==> src/rtl/tlp_tx_sched.sv <==
// tlp_tx_sched: packet-level scheduler for the PCIe TX TLP stream (CMP > MTR > F2C with anti-starvation).
// Define TLP_TX_SCHED_STATS_EN to build the per-requester packet counters.
module tlp_tx_sched #(
   parameter int unsigned STARVE_LIMIT = 64
) (
   input  logic        pcieClk_in,
   input  logic        pcieRstN_in,
   input  logic [63:0] cmpData_in,
   input  logic        cmpValid_in,
   input  logic        cmpSop_in,
   input  logic        cmpEop_in,
   output logic        cmpReady_out,
   input  logic [63:0] mtrData_in,
   input  logic        mtrValid_in,
   input  logic        mtrSop_in,
   input  logic        mtrEop_in,
   output logic        mtrReady_out,
   input  logic [63:0] f2cData_in,
   input  logic        f2cValid_in,
   input  logic        f2cSop_in,
   input  logic        f2cEop_in,
   output logic        f2cReady_out,
   output logic [63:0] txData_out,
   output logic        txValid_out,
   output logic        txSop_out,
   output logic        txEop_out,
   input  logic        txReady_in,
   output logic [1:0]  grant_out,
   output logic        protoErr_out,
   output logic [31:0] cmpCount_out,
   output logic [31:0] mtrCount_out,
   output logic [31:0] f2cCount_out
);

   typedef enum logic {IDLE, BUSY} state_t;

   localparam logic [1:0] GNT_NONE = 2'd0;
   localparam logic [1:0] GNT_CMP  = 2'd1;
   localparam logic [1:0] GNT_MTR  = 2'd2;
   localparam logic [1:0] GNT_F2C  = 2'd3;
   localparam logic [7:0] STARVE_TH = 8'(STARVE_LIMIT);

   state_t      state;
   state_t      state_nxt;
   logic [1:0]  grant;
   logic [1:0]  grant_nxt;
   logic [1:0]  winner;
   logic        grant_load;
   logic        beat_accept;
   logic        pkt_done;
   logic        first_beat;
   logic        proto_err;
   logic [7:0]  mtr_wait_cnt;
   logic [7:0]  f2c_wait_cnt;
   logic        cmp_elig;
   logic        mtr_elig;
   logic        f2c_elig;
   logic        mtr_starve;
   logic        f2c_starve;

   assign cmp_elig   = cmpValid_in & cmpSop_in;
   assign mtr_elig   = mtrValid_in & mtrSop_in;
   assign f2c_elig   = f2cValid_in & f2cSop_in;
   assign mtr_starve = (mtr_wait_cnt >= STARVE_TH);
   assign f2c_starve = (f2c_wait_cnt >= STARVE_TH);

   // Starving bulk requesters jump ahead of CMP; otherwise plain fixed priority.
   always_comb begin
      winner = GNT_NONE;
      if (mtr_elig && mtr_starve)
         winner = GNT_MTR;
      else if (f2c_elig && f2c_starve)
         winner = GNT_F2C;
      else if (cmp_elig)
         winner = GNT_CMP;
      else if (mtr_elig)
         winner = GNT_MTR;
      else if (f2c_elig)
         winner = GNT_F2C;
   end

   // Grant is zero outside BUSY, so the mux alone keeps the stream quiet in IDLE.
   always_comb begin
      txData_out   = 64'd0;
      txValid_out  = 1'b0;
      txSop_out    = 1'b0;
      txEop_out    = 1'b0;
      cmpReady_out = 1'b0;
      mtrReady_out = 1'b0;
      f2cReady_out = 1'b0;
      case (grant)
         GNT_CMP: begin
            txData_out   = cmpData_in;
            txValid_out  = cmpValid_in;
            txSop_out    = cmpSop_in;
            txEop_out    = cmpEop_in;
            cmpReady_out = txReady_in;
         end
         GNT_MTR: begin
            txData_out   = mtrData_in;
            txValid_out  = mtrValid_in;
            txSop_out    = mtrSop_in;
            txEop_out    = mtrEop_in;
            mtrReady_out = txReady_in;
         end
         GNT_F2C: begin
            txData_out   = f2cData_in;
            txValid_out  = f2cValid_in;
            txSop_out    = f2cSop_in;
            txEop_out    = f2cEop_in;
            f2cReady_out = txReady_in;
         end
         default: ;
      endcase
   end

   assign beat_accept = txValid_out & txReady_in;
   assign pkt_done    = beat_accept & txEop_out;
   assign grant_load  = (state == IDLE) && (winner != GNT_NONE);

   always_comb begin
      state_nxt = state;
      grant_nxt = grant;
      case (state)
         IDLE: begin
            if (winner != GNT_NONE) begin
               state_nxt = BUSY;
               grant_nxt = winner;
            end
         end
         BUSY: begin
            if (pkt_done) begin
               state_nxt = IDLE;
               grant_nxt = GNT_NONE;
            end
         end
         default: begin
            state_nxt = IDLE;
            grant_nxt = GNT_NONE;
         end
      endcase
   end

   always_ff @(posedge pcieClk_in or negedge pcieRstN_in) begin
      if (!pcieRstN_in) begin
         state <= IDLE;
         grant <= GNT_NONE;
      end else begin
         state <= state_nxt;
         grant <= grant_nxt;
      end
   end

   // Only the first accepted beat of a grant is checked for Sop; the error is sticky.
   always_ff @(posedge pcieClk_in or negedge pcieRstN_in) begin
      if (!pcieRstN_in) begin
         first_beat <= 1'b0;
         proto_err  <= 1'b0;
      end else begin
         if (grant_load)
            first_beat <= 1'b1;
         else if (beat_accept)
            first_beat <= 1'b0;
         if (first_beat && beat_accept && !txSop_out)
            proto_err <= 1'b1;
      end
   end

   always_ff @(posedge pcieClk_in or negedge pcieRstN_in) begin
      if (!pcieRstN_in) begin
         mtr_wait_cnt <= 8'd0;
         f2c_wait_cnt <= 8'd0;
      end else begin
         if (grant_load && (winner == GNT_MTR))
            mtr_wait_cnt <= 8'd0;
         else if (mtrValid_in && (grant != GNT_MTR) && (mtr_wait_cnt != 8'hFF))
            mtr_wait_cnt <= mtr_wait_cnt + 8'd1;
         if (grant_load && (winner == GNT_F2C))
            f2c_wait_cnt <= 8'd0;
         else if (f2cValid_in && (grant != GNT_F2C) && (f2c_wait_cnt != 8'hFF))
            f2c_wait_cnt <= f2c_wait_cnt + 8'd1;
      end
   end

   assign grant_out    = grant;
   assign protoErr_out = proto_err;

`ifdef TLP_TX_SCHED_STATS_EN
   logic [31:0] cmp_pkt_cnt;
   logic [31:0] mtr_pkt_cnt;
   logic [31:0] f2c_pkt_cnt;

   always_ff @(posedge pcieClk_in or negedge pcieRstN_in) begin
      if (!pcieRstN_in) begin
         cmp_pkt_cnt <= 32'd0;
         mtr_pkt_cnt <= 32'd0;
         f2c_pkt_cnt <= 32'd0;
      end else if (pkt_done) begin
         case (grant)
            GNT_CMP: cmp_pkt_cnt <= cmp_pkt_cnt + 32'd1;
            GNT_MTR: mtr_pkt_cnt <= mtr_pkt_cnt + 32'd1;
            GNT_F2C: f2c_pkt_cnt <= f2c_pkt_cnt + 32'd1;
            default: ;
         endcase
      end
   end

   assign cmpCount_out = cmp_pkt_cnt;
   assign mtrCount_out = mtr_pkt_cnt;
   assign f2cCount_out = f2c_pkt_cnt;
`else
   assign cmpCount_out = 32'd0;
   assign mtrCount_out = 32'd0;
   assign f2cCount_out = 32'd0;
`endif

endmodule

==> config.mk <==
export PLATFORM = sky130hd
export DESIGN_NAME = tlp_tx_sched
export DESIGN_NICKNAME = d
export VERILOG_FILES = /design/src/rtl/tlp_tx_sched.sv
export SDC_FILE = /design/constraint.sdc
export NUM_CORES = 1
export LEC_CHECK = 0
export CAP_MARGIN = 20
export CELL_PAD_IN_SITES_DETAIL_PLACEMENT = 1
export CELL_PAD_IN_SITES_GLOBAL_PLACEMENT = 1
export CORE_AREA = 3 3 144 146
export DETAILED_ROUTE_END_ITERATION = 8
export DIE_AREA = 0 0 147 149
export PLACE_DENSITY_LB_ADDON = 0.1
export SYNTH_ARGS = -nofsm -noshare
export SYNTH_HDL_FRONTEND = slang
export SYNTH_SLANG_ARGS = --single-unit
==> constraint.sdc <==
create_clock -name pcieClk_in -period 3.35 [get_ports pcieClk_in]
set_clock_uncertainty 0.05 [all_clocks]
set_input_delay 0.8375 -clock pcieClk_in [delete_from_list [all_inputs] [get_ports pcieClk_in]]
set_output_delay 0.8375 -clock pcieClk_in [all_outputs]
set_load 0.05 [all_outputs]
# Word-level counts from Yosys, hierarchy flattened
# Cells that the tools add are included.
[op_classes]
add_sub_neg = 2
n_mul = 0
n_div = 0
n_lt_le_gt_ge = 2
eq_ne = 11
n_shift = 0
mux = 24
bitwise = 6
n_reduce_logical = 17
[op_table]
columns = ["op", "count"]
rows = [
  ["one-hot mux 64 bit (3 select lines)", 1],
  ["two-way mux 8 bit", 4],
  ["adder 8 x 1 -> 8 bit, second input constant", 2],
  [">= comparator 8 x 7 -> 1 bit, second input constant", 2],
  ["inequality test 8 bit, second input constant", 2],
  ["two-way mux 2 bit", 7],
  ["logical AND 1 bit", 11],
  ["one-hot mux 1 bit (3 select lines)", 3],
  ["== test 2 bit, second input constant", 4],
  ["nonzero test 2 bit", 4],
  ["two-way mux 1 bit", 7],
  ["AND 1 bit", 5],
  ["inequality test 2 x 1 -> 1 bit, second input constant", 2],
  ["inequality test 2 bit, second input constant", 2],
  ["one-hot mux 2 bit (2 select lines)", 1],
  ["== test 2 x 1 -> 1 bit, second input constant", 1],
  ["one-hot mux 1 bit (2 select lines)", 1],
  ["AND reduction 2 bit", 1],
  ["logical NOT 1 bit", 1],
  ["NOT 1 bit", 1],
]
[totals]
reg_bits = 21
latch_bits = 0
ramBits = 0
rom_bits = 0
in_bits = 204
elab_cells = 68
n_memories = 0

# Depth between registers and ports, before layout
[depth]
depth_word = 10
depth_mapped = 5
depth_no_buf = 5

# Worst setup path before layout
# No wires, ideal clock.
[synth_timing]
path_type = "register to output"
start = "reg grant[0], in the netlist grant_out[0]"
end = "out cmpReady_out"
arrival_ns = 2.189
required_ns = 2.463
setup_slack_ns = 0.273
stages_incl_launch_ff = 6
n_path_buf = 3
path_cell_list = "dfrtp_1 > buf_2 > clkbuf_1 > buf_1 > nand2_1 > nor2_1"
[synth_via]
elab_chain_cells = 2
[synth_rtl]
columns = ["element", "line", "text"]
rows = [
  ["start: declaration", "45", "logic [1:0] grant;"],
  ["start signal: assignment", "150", "grant <= grant_nxt;"],
  ["== test 2 x 1 -> 1 bit", "91", "case (grant)"],
  ["two-way mux 1 bit", "91", ""],
  ["end: declaration", "12", "output logic cmpReady_out,"],
]
# Every way passes these cells.

# Final worst setup path
[layout_timing]
start = "reg grant[1], in the netlist grant_out[1]"
end = "out txData_out[35]"
[layout_via]
elab_chain_cells = 2
elab_cells_between_ends = 4
[layout_rtl]
columns = ["element", "line", "text"]
rows = [
  ["== test 2 bit or == test 2 x 1 -> 1 bit (tied branches)", "91", ""],
  ["one-hot mux 64 bit (3 select lines) (*)", "91", ""],
  ["end: declaration", "23", "output logic [63:0] txData_out,"],
]
# Mark *: on every way between the ends. The rest lies on a longest branch, timed or not.

==> results.md <==
- The run finished with clean final reports.
- The portion of netlist area occupied by mux cells is 23.3%.
- Dividing the detail-routed wire length by the instance count gives 20.6 um.
- Clock latency on the worst-skew pair, taken at its later pin, is 0.26 ns.
- The number of gates resized after CTS was 0.
- Across the VDD grid, the largest voltage drop is 0.000348 V.
- The number of hold buffers added after CTS was 0.
- The worst hold path terminates at protoErr_out$_DFFE_PN0P_.
- The combinational family with the most area after synthesis is buffers and inverters.
- The ratio of total power to cell area is 919 nW/um^2.
- For this run, the detailed router's first-pass iteration total came to 4.
- The number of nets in the finished design is 860.
- The maximum number of pins on one net before global-route repair is 54.
- The fraction of the mapped netlist area in compound gates is 24.1%.
- A synthesized cell averages 8.78 um^2.
- The most common cell after layout, fill and taps aside is clkdlybuf4s50_1.
- The total count of max-transition violations in the final report came to 0.
- Once the floorplan was initialized, standard cells occupied 17.7% of the core.
- The internal power of the cells is 3.05 mW.
- The worst relative slew slack is 55.4%.
- The area fraction in and, or, nand and nor cells after synthesis is 10.8%.
- The tree is rooted in a clkbuf_16.
- The via count of the first global-routing pass is 3,971.
- STA classifies the critical path endpoint as an output port.
- The number of levels the H-tree was split into is 1.
- The sum of net half-perimeters after detailed placement is 16,100 um.
- After detailed routing, the number of remaining DRC violations is 0.
- The depth of the worst register-to-register path is 5.
- The growth of design area from synthesis to finish is 101%.
- The floorplan has 51 rows.
- The switching power total is 3.33 mW.
- The number of I/O port buffers is 276.
- The number of DRC violations after detailed-routing iteration 0 is 43.
- The reg2reg setup slack is 1.10 ns.
- In this run the remaining antenna-violating nets after routing total 0.
- The initial antenna violation count is 3.
- Of all nets on the critical path, the largest fanout is 26.
- Across the whole layout, storage elements account for 531 um^2.
- The shortest clock period the worst path allows after layout is 2.96 ns.
- In this run, the clock network consumes 4.1% of the power.
- The max-capacitance violation count is 0.
- The fraction of power spent switching nets is 52.2%.
- The endpoint of the worst-slack reg-to-reg timing path is grant_out[1]$_DFFE_PN0P_.
- The netlist uses 54 different library cells.
- STA puts the critical path data required time at 2.46 ns.
- The global-route usage over all layers is 15.8%.
- Buffers added to address setup during post-CTS repair amount to 0.
- The number of CTS-inserted buffers is 3.
- The first-pass GRT wire length is 26,600 um.
- Counting flops with an async set or reset pin after synthesis yields a share of 100%.
- The synthesized netlist occupies a cell area of 3450 um^2.
- The fraction of the mapped netlist area in adder cells is 0.725%.
- The clock drives 21 sinks.
- The total wirelength of the detailed-routed design is 18,900 um.
- Setup repair after global routing left no endpoint under its margin.
- Of the total synthesized cell area, the portion taken by XOR and XNOR cells is 1.02%.
- At the pin with the least slew margin, the transition time is 0.669 ns.
- The area of the die is 21,900 um^2.
- The clock tree buffer depth is 2.
- For this run, the leading register cell type out of synthesis is dfrtp_1.
- The overall die height is 149 um.
- The standby leakage power is 2.89 nW.
- In this run the critical register-to-register path is launched from grant_out[1]$_DFFE_PN0P_.
- Of the cells placed in the final design, the portion with a size suffix greater than 1 is 24.5%.
- The final critical-path share of the clock period is 88.3%.
- The number of flip-flops and latches in the synthesized netlist is 21.
- Excluding fillers, the count of instances in the completed layout stands at 920.
- Clock-pin slew was measured on the worst setup and hold paths at 0.06 ns.
- Setup violations remaining at the end of the flow were counted as 0.
- The core region is 19,500 um^2.
- In this run the count of I/O pins placed on the die edge is 373.
- The layout filler cell count is 2,252.
- During synthesis, Yosys emitted a total of 0 warnings.
- The die outline width is 147 um.
- The arrival time reported for the critical path endpoint is 2.07 ns.
- STA classifies the critical path startpoint as a flop.
- The relative contribution of sequential cells to total power is 7.5%.
- The congestion estimate from routability-driven global placement came to 0.828.
- The worst hold path passes through 2 cells.
- Adding up every negative setup slack in the final design gives 0 ns.
- TritonCTS built the clock tree.
- In this run, synthesis inferred 0 flip-flops with an integrated enable.
- In this run, placement finished with an instance count of 914.
- For this run the aggregate overflow at the end of global routing stands at 0.
- The sequential fraction of the synthesis area is 15.2%.
- Based on the critical path, the design can be clocked at up to 0.338 GHz.
- The total number of vias is 3,824.
- The worst hold path belongs to the class reg2reg.
- The multi-input combinational cells in the finished layout cover a total of 2430 um^2.
- The total count of hold-check failures in the final report is 0.
- Leaving out fill and tap cells, the most frequent cells in the layout are clkdlybuf4s50_1, conb_1, buf_12.
- In the routed layout, each cell is associated on average with a via count of 4.16.
- Combinational logic burns 88.4% of the power.
- The hold path startpoint is protoErr_out$_DFFE_PN0P_.
- The setup path with the least slack is of type reg2out.
- Synthesis produced 393 cells.
through the flow:
stage	cell area [um^2]	util [%]	hold slack [ns]	setup slack [ns]	total power, mW
2_1_floorplan	3810	-	0.400	0.273	3.61
3_3_place_gp	6850	35.1	0.408	0.489	6.14
3_5_place_dp	6850	35.1	0.421	0.480	6.17
4_1_cts	6930	35.5	0.437	0.354	6.46
5_1_grt	6930	35.5	0.458	0.301	6.65
6_report	6930	35.5	0.429	0.391	6.37
layer usage:
layer / up-vias / routed length (um) / global-route usage, %
li1: 1779 / - / -
met1: 1818 / 6870 / 17.4
met2: 213 / 10300 / 30.9
met3: 12 / 1530 / 4.22
met4: 2 / 182 / 2.42
met5: - / 10 / 0
cell type report:
type	instances	share of cell area, %
Antenna cell	2	0.0722
Clock buffer	3	1.08
Clock inverter	1	0.0722
Inverter	3	0.162
Multi-Input combinational cell	341	35.0
Sequential cell	21	7.65
Tap cell	265	4.78
Timing Repair Buffer	284	51.2
critical path, cell delays in order (launching register included):
cell and delay [ns]:
dfrtp_4 0.59, buf_4 0.41, mux2_2 0.41, a22o_1 0.22, buf_12 0.15
cells in the mapped netlist (4+ instances only):
cell,number,area (um^2)
buf_4,98,736
a22o_1,66,578
mux2_2,66,743
dfrtp_1,21,526
nor2_1,18,67.6
nand2_1,17,63.8
buf_2,12,60.1
clkbuf_1,12,45.0
nand3_1,7,35.0
mux2i_1,6,60.1
a21oi_1,5,25.0
nor3_1,4,20.0
xor2_1,4,35.0
sequential cells by signal, summed over array words and instances, names as in the netlist:
register      flops
first_beat        1
f2c_wait_cnt      8
state             1
protoErr_out      1
grant_out         2
mtr_wait_cnt      8
logic make-up after synthesis:
family / after synthesis
buf+inv: 126
compound gates: 98
mux: 72
simple gates: 69
flops: 21
xor+xnor: 4
fa+ha+maj: 2
other cells: 1
how the worst max path moves through the flow:
| stage | cells past startpoint | slack [ns] | start | to |
|---|---|---|---|---|
| 3_5_place_dp | 4 | 0.48 | f2cValid_in | txValid_out |
| 4_1_cts | 4 | 0.35 | grant_out[1]$_DFFE_PN0P_ | txData_out[35] |
| 2_1_floorplan | 5 | 0.27 | grant_out[0]$_DFFE_PN0P_ | cmpReady_out |
| 6_report | 4 | 0.39 | grant_out[1]$_DFFE_PN0P_ | txData_out[35] |
| 5_1_grt | 4 | 0.30 | grant_out[1]$_DFFE_PN0P_ | txSop_out |
| 3_3_place_gp | 4 | 0.49 | cmpEop_in | txEop_out |
power by group through the flow:
stage                     logic, mW  clock network, mW  registers [mW]
after global placement         5.67                  0           0.478
after detailed placement       5.69                  0           0.486
final                          5.63              0.260           0.481
after CTS                      5.70              0.272           0.483
after global routing           5.86              0.287           0.502
after floorplan                3.16                  0           0.447
(Power assumes the default switching activity.)
